## src/rtl/axis_gen_pkg.sv

```systemverilog
// axis_gen_pkg
// Shared types and helpers for the AXI-Stream packet generator:
//   TDATA_W_DEF  default stream width (multiple of 32)
//   LEN_W        width of beat index, length and packet sequence fields
//   gen_state_e  generator FSM states
//   pattern_word one 32-bit pattern word {seq, beat}
//   pattern      full-width default pattern (the word replicated)
//   clamp_len    maps a requested length into 1..max_len
package axis_gen_pkg;

  localparam int TDATA_W_DEF = 256;
  localparam int LEN_W       = 16;

  typedef enum logic [1:0] {
    IDLE = 2'd0,
    SEND = 2'd1,
    GAP  = 2'd2
  } gen_state_e;

  function automatic logic [31:0] pattern_word(input logic [LEN_W-1:0] seq,
                                               input logic [LEN_W-1:0] beat);
    pattern_word = {seq, beat};
  endfunction

  function automatic logic [TDATA_W_DEF-1:0] pattern(input logic [LEN_W-1:0] seq,
                                                     input logic [LEN_W-1:0] beat);
    pattern = {(TDATA_W_DEF / 32){pattern_word(seq, beat)}};
  endfunction

  // A zero-length request still produces one beat; oversize requests saturate.
  function automatic logic [LEN_W-1:0] clamp_len(input logic [LEN_W-1:0] len,
                                                 input logic [LEN_W-1:0] max_len);
    if (len == {LEN_W{1'b0}}) begin
      clamp_len = {{(LEN_W-1){1'b0}}, 1'b1};
    end else if (len > max_len) begin
      clamp_len = max_len;
    end else begin
      clamp_len = len;
    end
  endfunction

endpackage

```

## src/rtl/axis_packet_generator_start_sync_edge.sv

```systemverilog
// start_sync_edge
// Brings an asynchronous button level into the clk domain and produces a
// single-cycle pulse on its rising edge.
//   clk    system clock
//   resent synchronous active-high reset, clears all three flops
//   din    asynchronous level input
//   pulse  one-cycle high pulse, rising edge of the synchronised level
module start_sync_edge (
  input  logic clk,
  input  logic resent,
  input  logic din,
  output logic pulse
);

  logic sync1_r;
  logic sync2_r;
  logic hist_r;

  // Two-stage synchroniser followed by a history flop for edge detection.
  always_ff @(posedge clk) begin
    if (resent) begin
      sync1_r <= 1'b0;
      sync2_r <= 1'b0;
      hist_r  <= 1'b0;
    end else begin
      sync1_r <= din;
      sync2_r <= sync1_r;
      hist_r  <= sync2_r;
    end
  end

  // Gate of two flops only, so the consumer sees the request on the third
  // edge after the button is first sampled high.
  assign pulse = sync2_r & ~hist_r;

endmodule

```

## src/rtl/axis_packet_generator.sv

```systemverilog
// axis_packet_generator
// AXI-Stream source emitting patterned packets on a button request, with an
// optional continuous mode separated by GAP_CYCLES idle cycles.
//   clk, resent           clock and synchronous active-high reset
//   start                 asynchronous button level; rising edge requests a packet
//   continuous            repeat packets; sampled at each packet boundary
//   pkt_len               requested beats per packet (clamped to 1..MAX_BEATS)
//   tdata/tvalid/tlast    AXI-Stream master outputs, all registered
//   tready                downstream ready
//   busy                  high while in SEND or GAP
//   pkt_count             completed packets, wraps at 2^32
module axis_packet_generator
  import axis_gen_pkg::*;
#(
  parameter int TDATA_W    = TDATA_W_DEF,
  parameter int MAX_BEATS  = 4096,
  parameter int GAP_CYCLES = 4
) (
  input  logic               clk,
  input  logic               resent,
  input  logic               start,
  input  logic               continuous,
  input  logic [15:0]        pkt_len,
  output logic [TDATA_W-1:0] tdata,
  output logic               tvalid,
  output logic               tlast,
  input  logic               tready,
  output logic               busy,
  output logic [31:0]        pkt_count
);

  localparam int              WORDS    = TDATA_W / 32;
  localparam logic [LEN_W-1:0] MAX_LEN = LEN_W'(MAX_BEATS);
  localparam logic [LEN_W-1:0] GAP_LAST = (GAP_CYCLES > 0) ? LEN_W'(GAP_CYCLES - 1) : {LEN_W{1'b0}};
  localparam bit              HAS_GAP  = (GAP_CYCLES > 0);

  gen_state_e       state_r;
  logic [LEN_W-1:0] len_r;
  logic [LEN_W-1:0] beat_r;
  logic [LEN_W-1:0] seq_r;
  logic [LEN_W-1:0] gap_cnt_r;

  logic             start_pulse_s;
  logic [LEN_W-1:0] len_clamped_s;
  logic [LEN_W-1:0] beat_next_s;
  logic [LEN_W-1:0] seq_next_s;
  logic             last_beat_s;
  logic             next_is_last_s;

  start_sync_edge u_start_sync (
    .clk    (clk),
    .resent (resent),
    .din    (start),
    .pulse  (start_pulse_s)
  );

  assign len_clamped_s  = clamp_len(pkt_len, MAX_LEN);
  assign beat_next_s    = beat_r + 16'd1;
  assign seq_next_s     = seq_r + 16'd1;
  assign last_beat_s    = (beat_r == (len_r - 16'd1));
  assign next_is_last_s = (beat_next_s == (len_r - 16'd1));

  // Generator FSM; every stream output is a register so tvalid never
  // depends on tready within a cycle and data holds until handshake.
  always_ff @(posedge clk) begin
    if (resent) begin
      state_r   <= IDLE;
      len_r     <= 16'd0;
      beat_r    <= 16'd0;
      seq_r     <= 16'd0;
      gap_cnt_r <= 16'd0;
      tdata     <= {TDATA_W{1'b0}};
      tvalid    <= 1'b0;
      tlast     <= 1'b0;
      busy      <= 1'b0;
      pkt_count <= 32'd0;
    end else begin
      case (state_r)
        IDLE: begin
          if (start_pulse_s) begin
            state_r <= SEND;
            busy    <= 1'b1;
            len_r   <= len_clamped_s;
            beat_r  <= 16'd0;
            tdata   <= {WORDS{pattern_word(seq_r, 16'd0)}};
            tvalid  <= 1'b1;
            tlast   <= (len_clamped_s == 16'd1);
          end
        end
        SEND: begin
          if (tvalid && tready) begin
            if (last_beat_s) begin
              pkt_count <= pkt_count + 32'd1;
              seq_r     <= seq_next_s;
              if (continuous && HAS_GAP) begin
                state_r   <= GAP;
                gap_cnt_r <= 16'd0;
                tvalid    <= 1'b0;
                tlast     <= 1'b0;
              end else if (continuous) begin
                // Back-to-back: tvalid stays high, next packet starts now.
                len_r  <= len_clamped_s;
                beat_r <= 16'd0;
                tdata  <= {WORDS{pattern_word(seq_next_s, 16'd0)}};
                tlast  <= (len_clamped_s == 16'd1);
              end else begin
                state_r <= IDLE;
                busy    <= 1'b0;
                tvalid  <= 1'b0;
                tlast   <= 1'b0;
              end
            end else begin
              beat_r <= beat_next_s;
              tdata  <= {WORDS{pattern_word(seq_r, beat_next_s)}};
              tlast  <= next_is_last_s;
            end
          end
        end
        GAP: begin
          if (gap_cnt_r == GAP_LAST) begin
            if (continuous) begin
              state_r <= SEND;
              len_r   <= len_clamped_s;
              beat_r  <= 16'd0;
              tdata   <= {WORDS{pattern_word(seq_r, 16'd0)}};
              tvalid  <= 1'b1;
              tlast   <= (len_clamped_s == 16'd1);
            end else begin
              state_r <= IDLE;
              busy    <= 1'b0;
            end
          end else begin
            gap_cnt_r <= gap_cnt_r + 16'd1;
          end
        end
        default: begin
          state_r <= IDLE;
          busy    <= 1'b0;
          tvalid  <= 1'b0;
          tlast   <= 1'b0;
        end
      endcase
    end
  end

endmodule

```

## config.mk

```make
export PLATFORM = sky130hd
export DESIGN_NAME = axis_packet_generator
export DESIGN_NICKNAME = d
export VERILOG_FILES = /design/src/rtl/axis_gen_pkg.sv /design/src/rtl/axis_packet_generator_start_sync_edge.sv /design/src/rtl/axis_packet_generator.sv
export SDC_FILE = /design/constraint.sdc
export NUM_CORES = 1
export LEC_CHECK = 0
export CAP_MARGIN = 10
export CORE_ASPECT_RATIO = 0.9
export CORE_UTILIZATION = 45
export CTS_CLUSTER_SIZE = 8
export DETAILED_ROUTE_END_ITERATION = 10
export DONT_BUFFER_PORTS = 1
export GPL_ROUTABILITY_DRIVEN = 1
export GPL_TIMING_DRIVEN = 0
export HOLD_SLACK_MARGIN = 0.02
export SLEW_MARGIN = 15
export SYNTH_ARGS = -nofsm -noshare
export SYNTH_HDL_FRONTEND = slang
export SYNTH_HIERARCHICAL = 1
export SYNTH_SLANG_ARGS = --single-unit
```

## constraint.sdc

```tcl
create_clock -name clk -period 3.44 [get_ports clk]
set_input_delay 0.688 -clock clk [delete_from_list [all_inputs] [get_ports clk]]
set_output_delay 0.688 -clock clk [all_outputs]
set_load 0.01 [all_outputs]
```

# Word level (Yosys, flattened, before mapping)
# Cells that the tools add are included.
[word_totals] reg_bits=360 output_inout_bits=291 word_cells=94
[op_classes] addsub=5 magnitude_cmp=1 eq_ne=14 mux=46 n_bitwise=2 reduce_logical=13
[op_table] cell="2-to-1 mux 256 bit" count=5
[op_table] cell="case mux 256 bit (3 select lines)" count=1
[op_table] cell="2-to-1 mux 16 bit" count=13
[op_table] cell="case mux 16 bit (2 select lines)" count=2
[op_table] cell="adder 16 x 1 -> 16 bit (second input constant)" count=3
[op_table] cell="case mux 16 bit (3 select lines)" count=1
[op_table] cell="adder 32 x 1 -> 32 bit (second input constant)" count=1
[op_table] cell="equality test 16 bit" count=2
[op_table] cell="equality test 16 x 1 -> 1 bit (second input constant)" count=1
[op_table] cell="equality test 16 x 2 -> 1 bit (second input constant)" count=1
[op_table] cell="greater-than comparator 16 x 13 -> 1 bit (second input constant)" count=1
[op_table] cell="logical NOT 16 bit" count=1
[op_table] cell="inequality test 2 bit (second input constant)" count=8
[op_table] cell="subtractor 16 x 1 -> 16 bit (second input constant)" count=1
[op_table] cell="2-to-1 mux 1 bit" count=15
[op_table] cell="AND reduction 4 bit" count=3
[op_table] cell="2-to-1 mux 2 bit" count=5
[op_table] cell="AND reduction 5 bit" count=2
[op_table] cell="case mux 1 bit (3 select lines)" count=3
[op_table] cell="case mux 2 bit (3 select lines)" count=1
[op_table] cell="AND reduction 6 bit" count=1
[op_table] cell="nonzero test 2 bit" count=2
[op_table] cell="AND reduction 3 bit" count=1
[op_table] cell="nonzero test 3 bit" count=1
[op_table] cell="6 further kinds" count=6

# Logic depth before layout (Yosys ltp)
# Gate-level depths: netlist (run 1).
[logic_depth] depth_word=7 mapped_depth=13 mapped_depth_nobuf=10

# By module
# Netlist (run 1), hierarchy kept.
[by_module_without_submodules] module="axis_packet_generator" instances=1 cells_per_inst=1045 area_per_inst_um2=8152.8 seq_area_each_um2=2342.2
[by_module_without_submodules] module="start_sync_edge" instances=1 cells_per_inst=7 area_per_inst_um2=87.6 seq_area_each_um2=60.1

# Worst setup path before layout (run 1)
# No wires, ideal clock.
[synth_path] path_kind="register to register" startpoint="register len_r[0]" endpoint="register pkt_count[30]" arrival_ns=3.169 required_time_ns=3.370 slack_ns=0.200 path_stages_with_launch=14 n_path_buf=3 synth_period_minus_slack_ns=3.240 path_cell_list="dfxtp_1 buf_6 inv_1 ha_1 nor3b_1 nand4_1 xnor2_1 a21boi_2 nand4_2 buf_6 or4_4 buf_6 or3_1 a21oi_1"
[synth_via] elab_chain_cells=3
[synth_rtl] item="start, declared" line_no="axis_packet_generator.sv:38" text="logic [LEN_W-1:0] len_r;"
[synth_rtl] item="start signal, assigned" line_no="axis_packet_generator.sv:83" text="len_r <= len_clamped_s;"
[synth_rtl] item="start signal, assigned" line_no="axis_packet_generator.sv:102" text="len_r <= len_clamped_s;"
[synth_rtl] item="start signal, assigned" line_no="axis_packet_generator.sv:123" text="len_r <= len_clamped_s;"
[synth_rtl] item="subtractor 16 x 1 -> 16 bit" line_no="axis_packet_generator.sv:60" text="assign last_beat_s = (beat_r == (len_r - 16'd1));"
[synth_rtl] item="equality test 16 bit" line_no="axis_packet_generator.sv:60"
[synth_rtl] item="AND reduction 3 bit (no line)"
[synth_rtl] item="end signal, assigned" line_no="axis_packet_generator.sv:93" text="pkt_count <= pkt_count + 32'd1;"
[synth_rtl] item="end, declared" line_no="axis_packet_generator.sv:29" text="output logic [31:0] pkt_count"
# No other way between the ends.
# A chain may end at the register's enable or synchronous reset.

# Worst setup path after layout (run 1)
# Ends and elaborated chain as after synthesis.

==> results of run 1 <==
## area by class of cell
type	count	area (um2)
Buffer	268	1890
Clock buffer	18	439
Clock inverter	14	171
Fill cell	1682	8270
Inverter	26	97.6
Multi-Input combinational cell	637	4090
Sequential cell	120	2410
Tap cell	240	300
Timing Repair Buffer	16	120
## metal layers
layer,vias up,global-route usage (%)
li1,3507,-
met1,3415,31.0
met2,278,36.3
met3,27,5.43
met4,0,7.80
met5,-,0
## worst max path at each step
stage,start,end,slack [ns],depth (start not counted)
finish,len_r[0],pkt_count[30],0.12,11
global route,len_r[2],pkt_count[23],-0.03,10
CTS,len_r[8],pkt_count[30],0.001,11
detailed placement,len_r[0],tdata[252],-0.73,12
global placement,len_r[0],tdata[254],-0.69,12
floorplan,len_r[0],pkt_count[30],0.20,13
## Yosys cell counts (all sizes together), types with 2 or more instances
library cell and instances:
a2111oi 3, a211oi 3, a21boi 2, a21o 5
a21oi 83, a22oi 13, a31oi 4, and2 6
and3 17, and4 8, buf 230, clkbuf 39
dfxtp 120, ha 9, inv 26, mux2 6
mux2i 2, nand2 89, nand2b 3, nand3 31
nand3b 8, nand4 25, nor2 69, nor2b 11
nor3 21, nor3b 3, nor4 21, nor4b 3
o211ai 2, o21a 2, o21ai 44, o22ai 3
o2bb2ai 3, o31ai 11, or2 4, or3 31
or4 14, xnor2 45, xor2 19
## cells by family after synthesis
kind of cell | count (synthesis) | synth area share (%)
muxes | 8 | 1.06
and+or+nand+nor | 366 | 23.5
AOI/OAI and AO/OA | 189 | 13.9
DFF | 120 | 29.2
buffers and inverters | 295 | 23.9
adders and majority gates | 9 | 1.37
xor gates and xnor gates | 65 | 7.08
## what timing repair did
action / 4_1_cts / 5_1_grt
gates cloned: 0 / 0
setup endpoints to repair: 78 / 70
pin swaps: 4 / 6
hold endpoints to repair: 0 / 0
hold buffers: 0 / 0
gates resized for setup: 27 / 42
buffers inserted: 8 / 8
## registers in the layout (all words and copies together), names as in the netlist
signal	cells
busy	1
pkt_count	32
u_start_sync/sync2_r	1
u_start_sync/hist_r	1
tvalid	1
tlast	1
seq_r	16
len_r	16
state_r	2
gap_cnt_r	16
u_start_sync/sync1_r	1
tdata	32
## stage by stage
step | TNS, ns | hold WS [ns] | instances | setup slack (ns) | total power [mW]
after global routing | -0.0342 | 0.315 | 1339 | -0.0262 | 3.90
final | 0 | 0.329 | 1339 | 0.116 | 3.77
after global placement | -29.27 | 0.417 | 1292 | -0.694 | 1.90
after detailed placement | -28.77 | 0.429 | 1292 | -0.730 | 1.90
after CTS | 0 | 0.320 | 1332 | 0.00116 | 3.75
after floorplan | 0 | 0.414 | 1052 | 0.200 | 1.79
## layout by cell type (no fill, tap or decap), drive strengths merged, types with 13 or more instances in the layout
cell | netlist | final
nand3 | 31 | 31
nand2 | 89 | 89
nor3 | 21 | 21
inv | 26 | 29
a22oi | 13 | 13
xor2 | 19 | 19
clkbuf | 39 | 54
nor4 | 21 | 21
xnor2 | 45 | 45
and3 | 17 | 17
nand4 | 25 | 25
or4 | 14 | 14
or3 | 31 | 31
dfxtp | 120 | 120
o21ai | 44 | 44
buf | 230 | 248
a21oi | 83 | 83
nor2 | 69 | 69
## where the power goes
group | internal [mW] | switching (mW) | total, mW
sequential | 1.41 | 0.0297 | 1.44
clock | 1.16 | 0.681 | 1.84
combinational | 0.167 | 0.324 | 0.491
total | 2.74 | 1.03 | 3.77
==> impl_metrics.ini, run 1 <==
[setup_path]
r2r_end = pkt_count[30]
rr_worst_depth = 11
cp-start-kind = register
crit_type = reg -> reg
crit_arrival_ns = 3.67
critPathRequiredTime_ns = 3.79
cpLargestDelayFamily = simple AND/OR/NAND/NOR gates
cp.buffers_inverters = 3
endpoint_kind = register
critPathMaxStageDelay_ns = 0.55
slack_of_the_worst_reg_to_reg_path_ns = 0.12
path_cells = buf_6 > or4_4 > or4_4 > o22ai_2 > o221a_4 > nand4_4 > buf_6 > or4_4 > buf_6 > or3_1 > a21oi_1
critPathMaxFanout = 10
regToRegStartpoint = len_r[0]
cp_slowest_cell = sky130_fd_sc_hd__or4_4

[drt]
route.antenna.remaining_nets = 0
first_iter_violations = 538
highest-signal-layer = met4
drc = 0
wl_met1_um = 10300
via_count = 7227
dr_wl_met2_um = 10500
drt_pre_antenna_iters = 6
detailroute.wirelength.met3_um = 1450
avgViaCountPerCell = 5.40
post_drt_wl_per_cell_um = 16.9
postRouteWirelength_um = 22600

[cts]
htree_levels = 4
clk_pin_slew_worst_paths_ns = 0.06
cts_max_path_buffers = 2
cts-root-buf = sky130_fd_sc_hd__clkbuf_16
cts_sinks = 120
insertion_delay_of_the_later_clocked_pin_in_the_worst_skew_pair_ns = 0.43
tritoncts = yes
cts-buffers-inserted = 17

[global_route]
grt_overflow = 0
grt_start_max_net_pins = 17
grtUsageTotal_pct = 23.1
grt_pass1_vias = 6343
grt_pass1_wl_um = 33800
grt_antenna_before_repair = 0

[timing]
tightest_slew_ns = 0.751
slew-limit-headroom_pct = 49.9
report.final.setup_viol = 0
final_max_slew_viol_count = 0
finalCriticalPeriod_ns = 3.32
hold_viol_final = 0
finalCritPeriodShare_pct = 96.6
finalClockSkew_ns = 0.0139
fmax_ghz = 0.301

[synth]
synth_seq_cells = 120
synthFlopType = sky130_fd_sc_hd__dfxtp_1
number_of_different_library_cells_in_the_post_synthesis_netlist = 65
synthCells = 1052
yosysWarningCount = 6
synth_enable_flop_cells = 0
netlist_area_um2 = 8240
synth.net_count = 1082
synth-seq-area-share_pct = 29.2
synth.top_cells.by_area = sky130_fd_sc_hd__dfxtp_1 (29%), sky130_fd_sc_hd__buf_4 (20%), sky130_fd_sc_hd__a21oi_1 (5.0%), sky130_fd_sc_hd__xnor2_1 (4.8%), sky130_fd_sc_hd__nand2_1 (4.1%)
syn_avg_cell_area_um2 = 7.83
synth_top_area_share_pct = 29.2
synth_async_sr_flop_share_pct = 0
post-synth-top-area-cell = sky130_fd_sc_hd__dfxtp_1

[floorplan]
initial_utilization_pct = 46.3
floorplan.die.height_um = 130
die-width_um = 145
placementRows = 46
core_um2 = 17800
top_level_ports = 312
dieArea_um2 = 18900

[outcome]
outcome = completed

[pwr]
power.static_leakage_nw = 3.85
ir_worst_vdd_v = 0.000354
cellPowerDensity_nw_per_um2 = 396

[layout]
final_layout_size_suffix_gt1_share_pct = 31.2
finish.utilization_pct = 53.5
final_net_count = 1116
summed_area_of_non_filler_cells_in_the_final_layout_um2 = 9520
ant_diodes = 0
area.growth.synth_to_final_pct = 15.5

[hold_path]
hold-path-endpoint = u_start_sync/sync1_r
hold_class = in -> reg
hold_path_depth = 1
holdCritStartpoint = resent

[place]
hpwlAfterDp_um = 16300
port_buffers = 0
place_area_um2 = 8540
place.gp.congestion = 0.807

[run]
cap_violations = 0
Power figures use the tool's default switching activity.
==> inputs of run 2 (changes only) <==
Clock period 3.44 ns to 3.3 ns, I/O delays scaled along.
==> run 2 against run 1 <==
  * The run now ends with negative setup slack left
  * Global-route usage rose by 0.38 points
  * Cell count rose by 1.1%
  * Combinational power increased by 8.1%
  * Sequential share of layout area decreased by 0.69 points
  * Non-clock buffer count up 15
  * Clock skew barely moved
  * Die area is the same
  * Design area grew 3.0%
  * Wire length is 2.2% higher
  * Maximum frequency is 1.1% lower
  * Hold slack got worse by 0.029 ns
  * Sequential power grew 4%
==> impl_metrics.ini, run 2 (synthesized netlist as in run 1, its figures left out) <==
[pwr]
ir_worst_vdd_v = 0.000388
cellPowerDensity_nw_per_um2 = 403
power.static_leakage_nw = 3.99

[drt]
postRouteWirelength_um = 23100
via_count = 7370
drc = 0
avgViaCountPerCell = 5.44
post_drt_wl_per_cell_um = 17.1
first_iter_violations = 486
drt_pre_antenna_iters = 5
route.antenna.remaining_nets = 0

[cts]
cts_hold_buf = 0
tritoncts = yes
insertion_delay_of_the_later_clocked_pin_in_the_worst_skew_pair_ns = 0.43
cts_sinks = 120
htree_levels = 4
cts-root-buf = sky130_fd_sc_hd__clkbuf_16
cts_max_path_buffers = 2
cts-buffers-inserted = 17
clk_pin_slew_worst_paths_ns = 0.06

[timing]
fin_setup_tns_ns = -0.0624
rsz0062_at_grt = true
fmax_ghz = 0.297
tightest_slew_ns = 0.743
report.final.setup_viol = 1
final_max_slew_viol_count = 0
slew-limit-headroom_pct = 50.4
finalCriticalPeriod_ns = 3.36
finalCritPeriodShare_pct = 102
timing.hold.ws_ns = 0.300
hold_viol_final = 0
fin_ws_ns = -0.0624
finalClockSkew_ns = 0.0140

[outcome]
violations = negative setup slack
outcome = finished, violations left

[hold_path]
hold_class = in -> reg
hold_path_depth = 1
holdCritStartpoint = resent
hold-path-endpoint = u_start_sync/sync1_r

[global_route]
grtUsageTotal_pct = 23.5
grt_pass1_wl_um = 34300
grt_antenna_before_repair = 0
grt_pass1_vias = 6415
grt_start_max_net_pins = 17
grt_overflow = 0

[floorplan]
top_level_ports = 312
floorplan.die.height_um = 130
initial_utilization_pct = 46.3
dieArea_um2 = 18900
die-width_um = 145
placementRows = 46
core_um2 = 17800

[layout]
area.growth.synth_to_final_pct = 19.0
layout.cells.most_common_list = sky130_fd_sc_hd__buf_4 (254), sky130_fd_sc_hd__dfxtp_1 (110), sky130_fd_sc_hd__nand2_1 (88)
final_net_count = 1131
layout_top_registers = pkt_count (32), tdata (32)
ant_diodes = 0
final_layout_size_suffix_gt1_share_pct = 34.5
most_common_cell_after_layout_fill_and_taps_aside = sky130_fd_sc_hd__buf_4

[setup_path]
cp-startpoint = len_r[0]
critPathMaxFanout = 7
cp_slowest_cell = sky130_fd_sc_hd__or4_4
rr_worst_depth = 11
r2r_end = pkt_count[16]
path_cells = buf_6 > or4_4 > o22ai_2 > nand4_1 > a2111oi_4 > nand4_4 > buf_8 > or4_4 > buf_6 > or3_1 > a21oi_1
cp-start-kind = register
slack_of_the_worst_reg_to_reg_path_ns = -0.06
critPathRequiredTime_ns = 3.66
crit_arrival_ns = 3.72
crit_type = reg -> reg
critPathMaxStageDelay_ns = 0.57
endpoint_kind = register
regToRegStartpoint = len_r[0]

[place]
hpwlAfterDp_um = 16300
dpl_worst_slack_ns = -0.870
port_buffers = 0
place.gp.congestion = 0.807

[run]
cap_violations = 0
-- run 2: stage by stage --
step	std cells	cell area, um2	utilization (%)	total power [mW]
after floorplan	1052	8240	-	1.86
after global placement	1292	8540	48.0	1.98
after detailed placement	1292	8540	48.0	1.98
after CTS	1343	9490	53.3	3.93
after global routing	1354	9810	55.1	4.08
final	1354	9810	55.1	3.95
-- run 2: cell type report --
type / instances / area (um2)
Multi-Input combinational cell: 637 / 4200
Tap cell: 240 / 300
Timing Repair Buffer: 34 / 284
Sequential cell: 120 / 2420
Fill cell: 1655 / 7980
Buffer: 265 / 1890
Clock buffer: 18 / 439
Clock inverter: 14 / 171
Inverter: 26 / 97.6
-- run 2: worst max-delay path by stage --
stage / cells past startpoint / end
2_1_floorplan: 13 / pkt_count[30]
3_3_place_gp: 12 / tdata[254]
3_5_place_dp: 12 / tdata[252]
4_1_cts: 10 / pkt_count[23]
5_1_grt: 11 / pkt_count[16]
6_report: 11 / pkt_count[16]
-- run 2: routing by layer --
layer | track usage, % | routed length [um] | share of wire, % | vias up
li1 | - | - | - | 3538
met3 | 5.47 | 1710 | 7.4 | 35
met1 | 31.6 | 10200 | 44 | 3489
met4 | 8.30 | 465 | 2.0 | 0
met5 | 0 | 0 | 0 | -
met2 | 36.6 | 10700 | 46 | 308
-- run 2: worst max-delay path, delay by kind of cell (launching register included) --
kind | cells | cell delay [ns]
AND/OR/NAND/NOR | 5 | 1.84
AO/OA/AOI/OAI | 3 | 0.70
flip-flops | 1 | 0.30
buffers and inverters | 3 | 0.46
-- run 2: what timing repair did --
action,in CTS,in global routing
resized for setup,52,53
buffers inserted,22,11
pin swaps,9,25
endpoints found under the setup margin,99,70
cloned,0,1
-- run 2: report_power, final --
group | leakage [nW] | internal, mW | total (mW) | switching [mW]
clock | 0.293 | 1.21 | 1.92 | 0.711
combinational | 2.72 | 0.186 | 0.531 | 0.345
sequential | 0.973 | 1.47 | 1.50 | 0.0303
total | 3.99 | 2.86 | 3.95 | 1.09
